$ cat config.mk
export PLATFORM = sky130hd
export DESIGN_NAME = m_mem_port_arbiter_flat
export DESIGN_NICKNAME = d
export VERILOG_FILES = /design/src/rtl/m_mem_port_arbiter_if.sv /design/src/rtl/m_mem_port_arbiter.sv /design/src/flat_wrapper.sv
export SDC_FILE = /design/constraint.sdc
export NUM_CORES = 1
export LEC_CHECK = 0
export CAP_MARGIN = 30
export CELL_PAD_IN_SITES_DETAIL_PLACEMENT = 1
export CELL_PAD_IN_SITES_GLOBAL_PLACEMENT = 1
export CORE_ASPECT_RATIO = 1.75
export CORE_UTILIZATION = 30
export DETAILED_ROUTE_END_ITERATION = 8
export PLACE_DENSITY_LB_ADDON = 0.1
export SLEW_MARGIN = 20
export SYNTH_ARGS = -nofsm -noshare
export SYNTH_HDL_FRONTEND = slang
export SYNTH_SLANG_ARGS = --single-unit
$ cat constraint.sdc
create_clock -name CLK -period 10.9 [get_ports CLK]
set_input_delay 2.18 -clock CLK [delete_from_list [all_inputs] [get_ports CLK]]
set_output_delay 2.18 -clock CLK [all_outputs]
set_load 0.02 [all_outputs]
$ cat src/rtl/m_mem_port_arbiter_if.sv
// Memory-port arbiter bus bundle: three requester ports plus the single
// downstream interconnect port. The arbiter uses the slave view; the
// requesters/interconnect side (or a bench) uses the master view.
interface m_mem_port_arbiter_if #(
  parameter int W_ADDR = 32,
  parameter int W_DATA = 32
);
  logic [2:0]        w_req;
  logic [W_ADDR-1:0] w_addr0;
  logic [W_ADDR-1:0] w_addr1;
  logic [W_ADDR-1:0] w_addr2;
  logic [2:0]        w_we;
  logic [W_DATA-1:0] w_wdata0;
  logic [W_DATA-1:0] w_wdata1;
  logic [W_DATA-1:0] w_wdata2;
  logic [2:0]        w_resp;
  logic [W_DATA-1:0] w_rdata;
  logic              w_ic_req;
  logic [W_ADDR-1:0] w_ic_addr;
  logic              w_ic_we;
  logic [W_DATA-1:0] w_ic_wdata;
  logic              w_ic_resp;
  logic [W_DATA-1:0] w_ic_rdata;
  logic              w_busy;

  modport slave (
    input  w_req, w_addr0, w_addr1, w_addr2, w_we, w_wdata0, w_wdata1, w_wdata2,
    input  w_ic_resp, w_ic_rdata,
    output w_resp, w_rdata, w_ic_req, w_ic_addr, w_ic_we, w_ic_wdata, w_busy
  );

  modport master (
    output w_req, w_addr0, w_addr1, w_addr2, w_we, w_wdata0, w_wdata1, w_wdata2,
    output w_ic_resp, w_ic_rdata,
    input  w_resp, w_rdata, w_ic_req, w_ic_addr, w_ic_we, w_ic_wdata, w_busy
  );
endinterface

$ cat src/rtl/m_mem_port_arbiter.sv
// Shares one interconnect memory port between the page-table walker (port 0),
// I$ (port 1) and D$ (port 2). One transaction outstanding at a time; walker
// has priority bounded by a burst guard, the caches alternate round-robin.
//
// state | meaning
// IDLE  | no transaction in flight, arbitrating among candidates
// BUSY  | one downstream transaction outstanding, waiting for w_ic_resp
module m_mem_port_arbiter #(
  parameter int W_ADDR        = 32,
  parameter int W_DATA        = 32,
  parameter int PTW_BURST_MAX = 4
) (
  input logic              CLK,
  input logic              RST,
  m_mem_port_arbiter_if.slave bus
);
  typedef enum logic {S_IDLE, S_BUSY} state_e;

  localparam logic [3:0] BURST_MAX = 4'(PTW_BURST_MAX);

  state_e                     state_q, state_d;
  logic [2:0]                 pending_q, pending_d;
  logic [2:0][W_ADDR-1:0]     lat_addr_q, lat_addr_d;
  logic [2:0]                 lat_we_q, lat_we_d;
  logic [2:0][W_DATA-1:0]     lat_wdata_q, lat_wdata_d;
  logic                       rr_ptr_q, rr_ptr_d;
  logic [3:0]                 burst_cnt_q, burst_cnt_d;
  logic [1:0]                 grant_q, grant_d;
  logic                       ic_req_q, ic_req_d;
  logic [W_ADDR-1:0]          ic_addr_q, ic_addr_d;
  logic                       ic_we_q, ic_we_d;
  logic [W_DATA-1:0]          ic_wdata_q, ic_wdata_d;
  logic [W_DATA-1:0]          rdata_q, rdata_d;

  logic [2:0][W_ADDR-1:0]     live_addr;
  logic [2:0][W_DATA-1:0]     live_wdata;
  logic [2:0]                 grant_oh, in_service, accepted, cand;
  logic                       resp_fire, cache_cand, gnt_valid;
  logic [1:0]                 gnt_idx;

  assign live_addr  = {bus.w_addr2, bus.w_addr1, bus.w_addr0};
  assign live_wdata = {bus.w_wdata2, bus.w_wdata1, bus.w_wdata0};
  assign grant_oh   = 3'b001 << grant_q;
  // The port being answered this cycle is free again, so it may re-request back-to-back.
  assign resp_fire  = (state_q == S_BUSY) && bus.w_ic_resp;
  assign in_service = (state_q == S_BUSY && !resp_fire) ? grant_oh : 3'b000;
  assign accepted   = bus.w_req & ~pending_q & ~in_service;
  assign cand       = pending_q | accepted;
  assign cache_cand = |cand[2:1];

  assign bus.w_ic_req   = ic_req_q;
  assign bus.w_ic_addr  = ic_addr_q;
  assign bus.w_ic_we    = ic_we_q;
  assign bus.w_ic_wdata = ic_wdata_q;
  assign bus.w_busy     = (state_q == S_BUSY);
  assign bus.w_resp     = resp_fire ? grant_oh : 3'b000;
  assign bus.w_rdata    = resp_fire ? bus.w_ic_rdata : rdata_q;

  // Grant selection: walker first unless its burst guard has tripped against a waiting cache.
  always_comb begin
    gnt_valid = 1'b0;
    gnt_idx   = 2'd0;
    if (state_q == S_IDLE) begin
      if (cand[0] && !(burst_cnt_q == BURST_MAX && cache_cand)) begin
        gnt_valid = 1'b1;
        gnt_idx   = 2'd0;
      end else if (cache_cand) begin
        gnt_valid = 1'b1;
        if (!rr_ptr_q) gnt_idx = cand[1] ? 2'd1 : 2'd2;
        else           gnt_idx = cand[2] ? 2'd2 : 2'd1;
      end
    end
  end

  // Next-state: request latches, pending bits, FSM, downstream command and read-data hold.
  always_comb begin
    state_d     = state_q;
    pending_d   = pending_q | accepted;
    lat_addr_d  = lat_addr_q;
    lat_we_d    = lat_we_q;
    lat_wdata_d = lat_wdata_q;
    rr_ptr_d    = rr_ptr_q;
    burst_cnt_d = burst_cnt_q;
    grant_d     = grant_q;
    ic_req_d    = 1'b0;
    ic_addr_d   = ic_addr_q;
    ic_we_d     = ic_we_q;
    ic_wdata_d  = ic_wdata_q;
    rdata_d     = rdata_q;

    for (int i = 0; i < 3; i++) begin
      if (accepted[i]) begin
        lat_addr_d[i]  = live_addr[i];
        lat_we_d[i]    = bus.w_we[i];
        lat_wdata_d[i] = live_wdata[i];
      end
    end

    case (state_q)
      S_IDLE: begin
        if (gnt_valid) begin
          state_d            = S_BUSY;
          grant_d            = gnt_idx;
          pending_d[gnt_idx] = 1'b0;
          ic_req_d           = 1'b1;
          // A port granted straight off its pulse has nothing latched yet.
          if (pending_q[gnt_idx]) begin
            ic_addr_d  = lat_addr_q[gnt_idx];
            ic_we_d    = lat_we_q[gnt_idx];
            ic_wdata_d = lat_wdata_q[gnt_idx];
          end else begin
            ic_addr_d  = live_addr[gnt_idx];
            ic_we_d    = bus.w_we[gnt_idx];
            ic_wdata_d = live_wdata[gnt_idx];
          end
          if (gnt_idx == 2'd0) begin
            if (!cache_cand)                 burst_cnt_d = 4'd0;
            else if (burst_cnt_q != BURST_MAX) burst_cnt_d = burst_cnt_q + 4'd1;
          end else begin
            burst_cnt_d = 4'd0;
            rr_ptr_d    = (gnt_idx == 2'd1);
          end
        end
      end
      S_BUSY: begin
        if (bus.w_ic_resp) begin
          state_d = S_IDLE;
          rdata_d = bus.w_ic_rdata;
        end
      end
      default: state_d = S_IDLE;
    endcase
  end

  // State register; reset abandons any in-flight transaction and all pending requests.
  always_ff @(posedge CLK or posedge RST) begin
    if (RST) begin
      state_q     <= S_IDLE;
      pending_q   <= '0;
      lat_addr_q  <= '0;
      lat_we_q    <= '0;
      lat_wdata_q <= '0;
      rr_ptr_q    <= 1'b0;
      burst_cnt_q <= '0;
      grant_q     <= '0;
      ic_req_q    <= 1'b0;
      ic_addr_q   <= '0;
      ic_we_q     <= 1'b0;
      ic_wdata_q  <= '0;
      rdata_q     <= '0;
    end else begin
      state_q     <= state_d;
      pending_q   <= pending_d;
      lat_addr_q  <= lat_addr_d;
      lat_we_q    <= lat_we_d;
      lat_wdata_q <= lat_wdata_d;
      rr_ptr_q    <= rr_ptr_d;
      burst_cnt_q <= burst_cnt_d;
      grant_q     <= grant_d;
      ic_req_q    <= ic_req_d;
      ic_addr_q   <= ic_addr_d;
      ic_we_q     <= ic_we_d;
      ic_wdata_q  <= ic_wdata_d;
      rdata_q     <= rdata_d;
    end
  end
endmodule

$ cat src/flat_wrapper.sv
// flat-port wrapper written by rule: the top's interface ports become plain ports
module m_mem_port_arbiter_flat 
#(
  parameter int W_ADDR        = 32,
  parameter int W_DATA        = 32,
  parameter int PTW_BURST_MAX = 4
)
  (CLK, RST, bus_w_req, bus_w_addr0, bus_w_addr1, bus_w_addr2, bus_w_we, bus_w_wdata0, bus_w_wdata1, bus_w_wdata2, bus_w_ic_resp, bus_w_ic_rdata, bus_w_resp, bus_w_rdata, bus_w_ic_req, bus_w_ic_addr, bus_w_ic_we, bus_w_ic_wdata, bus_w_busy);
  m_mem_port_arbiter_if #(.W_ADDR(W_ADDR), .W_DATA(W_DATA)) bus_i ();
  input logic CLK;
  input logic RST;
  input wire logic [$bits(bus_i.w_req)-1:0] bus_w_req;
  input wire logic [$bits(bus_i.w_addr0)-1:0] bus_w_addr0;
  input wire logic [$bits(bus_i.w_addr1)-1:0] bus_w_addr1;
  input wire logic [$bits(bus_i.w_addr2)-1:0] bus_w_addr2;
  input wire logic [$bits(bus_i.w_we)-1:0] bus_w_we;
  input wire logic [$bits(bus_i.w_wdata0)-1:0] bus_w_wdata0;
  input wire logic [$bits(bus_i.w_wdata1)-1:0] bus_w_wdata1;
  input wire logic [$bits(bus_i.w_wdata2)-1:0] bus_w_wdata2;
  input wire logic [$bits(bus_i.w_ic_resp)-1:0] bus_w_ic_resp;
  input wire logic [$bits(bus_i.w_ic_rdata)-1:0] bus_w_ic_rdata;
  output wire logic [$bits(bus_i.w_resp)-1:0] bus_w_resp;
  output wire logic [$bits(bus_i.w_rdata)-1:0] bus_w_rdata;
  output wire logic [$bits(bus_i.w_ic_req)-1:0] bus_w_ic_req;
  output wire logic [$bits(bus_i.w_ic_addr)-1:0] bus_w_ic_addr;
  output wire logic [$bits(bus_i.w_ic_we)-1:0] bus_w_ic_we;
  output wire logic [$bits(bus_i.w_ic_wdata)-1:0] bus_w_ic_wdata;
  output wire logic [$bits(bus_i.w_busy)-1:0] bus_w_busy;
  assign bus_i.w_req = bus_w_req;
  assign bus_i.w_addr0 = bus_w_addr0;
  assign bus_i.w_addr1 = bus_w_addr1;
  assign bus_i.w_addr2 = bus_w_addr2;
  assign bus_i.w_we = bus_w_we;
  assign bus_i.w_wdata0 = bus_w_wdata0;
  assign bus_i.w_wdata1 = bus_w_wdata1;
  assign bus_i.w_wdata2 = bus_w_wdata2;
  assign bus_i.w_ic_resp = bus_w_ic_resp;
  assign bus_i.w_ic_rdata = bus_w_ic_rdata;
  assign bus_w_resp = bus_i.w_resp;
  assign bus_w_rdata = bus_i.w_rdata;
  assign bus_w_ic_req = bus_i.w_ic_req;
  assign bus_w_ic_addr = bus_i.w_ic_addr;
  assign bus_w_ic_we = bus_i.w_ic_we;
  assign bus_w_ic_wdata = bus_i.w_ic_wdata;
  assign bus_w_busy = bus_i.w_busy;
  m_mem_port_arbiter #(.W_ADDR(W_ADDR), .W_DATA(W_DATA), .PTW_BURST_MAX(PTW_BURST_MAX)) u_core (.CLK(CLK), .RST(RST), .bus(bus_i));
endmodule
==> flow_summary.json <==
{
  "status": "completed",
  "synth_edf_count": 0,
  "antenna_found_initial": 4,
  "nFillCells": 4558,
  "drtPass1Iterations": 7,
  "postRouteWirelength_mm": 45.3,
  "cts_resized": 0,
  "first_iter_violations": 837,
  "ys.flop_type": "dfrtp_1",
  "die_y_um": 283,
  "grt_overflow_total": 0,
  "yosysUniqueCellTypes": 45,
  "io_pins": 335,
  "yosys.cell_count.top_type": "dfrtp_1",
  "numPortBuffers": 334,
  "ys_seq_elements": 304,
  "wl_per_cell_um": 24.5,
  "cts_root_buf": "clkbuf_16",
  "period_minus_slack_ns": 6.29,
  "core_um2": 44300,
  "worstPathRequired_ns": 8.72,
  "critPathKind": "in -> out",
  "layout.nets": 1483,
  "multi_input_area_um2": 5430,
  "syn_area_um2": 13500,
  "syn_nets": 1182,
  "fin_skew_ns": 0.0220,
  "gp_congestion": 0.729,
  "drive_above_1_share_pct": 28.8,
  "grt_pass1_vias": 11600,
  "grt_pass1_wl_mm": 69.9,
  "clock_sinks": 304,
  "arrival_ns": 4.11,
  "hold_violations": 0,
  "slew_headroom_pct": 36.0,
  "syn_avg_cell_area_um2": 14.3,
  "ir_drop_v": 0.000142,
  "fin_ws_ns": 4.61,
  "timing.fmax_mhz": 159,
  "synth-async-reset-ratio_pct": 100,
  "clk_latency_ns": 0.53,
  "netlist_instances": 947,
  "critPathMaxFanout": 35,
  "vias": 10200,
  "clk_pin_slew_ns": 0.06,
  "post_cts_buffers": 0,
  "rsz0062_at_grt": "no",
  "fin_crit_sh_pct": 57.7,
  "rows": 102,
  "post-synth-top-area-fraction_pct": 56.4,
  "post-dp-hpwl_mm": 28.9,
  "yosysWarnings": 0,
  "critPathLaunchType": "input pin",
  "setup_viol": 0,
  "switching_share_pct": 35.9,
  "syn_to_final_growth_pct": 37.6,
  "start_util_pct": 30.5,
  "p_leak_nw": 7.36,
  "hold_buffers": 0,
  "die_x_um": 162,
  "regArea_um2": 7610,
  "clock_power_share_pct": 21.4,
  "synthTopCellsByCount": "304 x dfrtp_1, 227 x mux2_2, 130 x a222oi_1",
  "dieArea_um2": 45900,
  "track_usage_pct": 20.0,
  "numCtsBuffers": 34,
  "cap_violations": 0,
  "dpl_worst_slack_ns": 4.58,
  "cts.htree.levels": 2,
  "holdCritPathClass": "reg -> reg",
  "end_kind": "output pin",
  "seqPwrFrac_pct": 35.0,
  "ant_nets": 0,
  "slew_viol_final": 0,
  "finalSetupTns_ns": 0,
  "viasPerCell": 5.52,
  "cts_tree": "done",
  "synth_top_area_cell": "dfrtp_1",
  "drcViolationCount": 0,
  "power.internal_w": 0.00369,
  "power_density_nw_per_um2": 310,
  "synth_area_leaders": "dfrtp_1 56%, mux2_2 19%, a222oi_1 9.6%",
  "ys_seq_area_share_pct": 56.4,
  "tightest_slew_ns": 0.957,
  "pwr-share-comb_pct": 43.6,
  "p_sw_w": 0.00206,
  "clockBufferDepth": 3,
  "grt_start_max_net_pins": 101
}
==> state kept, by name, summed over array words and instances (netlist names), 2 cells and up <==
name                   flops
u_core.burst_cnt_q         4
u_core.lat_addr_q         96
u_core.lat_wdata_q        96
u_core.bus.w_ic_addr      32
u_core.lat_we_q            3
u_core.bus.w_ic_wdata     32
u_core.rdata_q            32
u_core.pending_q           3
u_core.grant_q             2
==> critical path, stage by stage <==
cell and delay [ns]:
clkdlybuf4s50_1 0.45, nand2_1 0.09, buf_4 0.40, mux2_2 0.40
clkdlybuf4s50_1 0.57
==> final timing paths <==
path                                        endpoint  depth (start not counted)  slack [ns]                   from
max                                  bus_w_rdata[23]                          5        4.61          bus_w_ic_resp
min                               u_core.rdata_q[16]                          1        0.50     u_core.rdata_q[16]
max reg2reg                 u_core.bus.w_ic_wdata[1]                          9        7.36  u_core.burst_cnt_q[1]
min reg2reg                       u_core.rdata_q[16]                          1        0.50     u_core.rdata_q[16]
max in group asynchronous  u_core.bus.w_ic_wdata[16]                          5        6.78                    RST
min in group asynchronous      u_core.lat_addr_q[43]                          2        2.18                    RST
==> power by group through the flow <==
stage	logic (W)	clock network (W)	registers, W
finish	0.00251	0.00123	0.00202
CTS	0.00256	0.00128	0.00202
global placement	0.00250	0	0.00202
detailed placement	0.00255	0	0.00204
global route	0.00271	0.00131	0.00209
floorplan	0.00155	0	0.00209
==> cell type report <==
class | count | area share (%)
flip-flops and latches | 304 | 41.0
inverters | 7 | 0.182
repair buffers | 355 | 19.3
well taps | 572 | 3.85
diodes | 4 | 0.0539
clock buffers | 52 | 5.72
clock inverters | 10 | 0.727
multi-input cells | 546 | 29.2
==> kinds of logic after synthesis <==
group / after synthesis / share of synthesized area (%)
muxes: 227 / 18.9
adders and majority gates: 2 / 0.185
xor gates and xnor gates: 1 / 0.0649
buffers and inverters: 97 / 3.74
AOI/OAI and AO/OA: 221 / 17.6
DFF: 304 / 56.4
and+or+nand+nor: 95 / 3.15
==> per-layer routing <==
layer / global-route usage [%] / up-vias / routed length, um
li1: - / 4425 / -
met1: 22.0 / 5380 / 16700
met2: 37.1 / 335 / 24900
met3: 4.00 / 71 / 2590
met4: 7.74 / 0 / 1210
met5: 0 / - / 0
==> layout by cell type (no fill, tap or decap), types with 3 or more instances in the layout <==
cell,synthesis,final
buf_4,5,16
a21oi_1,4,4
clkinv_2,0,4
a221oi_2,50,50
o21ai_0,3,3
a222oi_1,130,130
diode_2,0,4
mux2_2,227,227
clkbuf_8,0,8
dfrtp_1,304,304
nor2_1,71,70
buf_12,0,3
bufinv_16,0,3
clkdlybuf4s50_1,0,334
a21o_1,4,4
nand2b_1,3,3
clkbuf_16,0,37
nand2_1,7,7
clkbuf_1,28,7
inv_1,6,5
a221oi_1,15,15
==> through the flow <==
| step | hold WS (ns) | util, % | total power [W] | area (um^2) | cells |
|---|---|---|---|---|---|
| floorplan | 0.466 | - | 0.00365 | 13500 | 947 |
| global placement | 0.481 | 39.0 | 0.00452 | 17300 | 1779 |
| detailed placement | 0.486 | 39.2 | 0.00458 | 17300 | 1783 |
| CTS | 0.500 | 41.9 | 0.00585 | 18500 | 1845 |
| global route | 0.509 | 41.9 | 0.00612 | 18600 | 1850 |
| finish | 0.496 | 41.9 | 0.00575 | 18600 | 1850 |
Power figures use the tool's default switching activity.
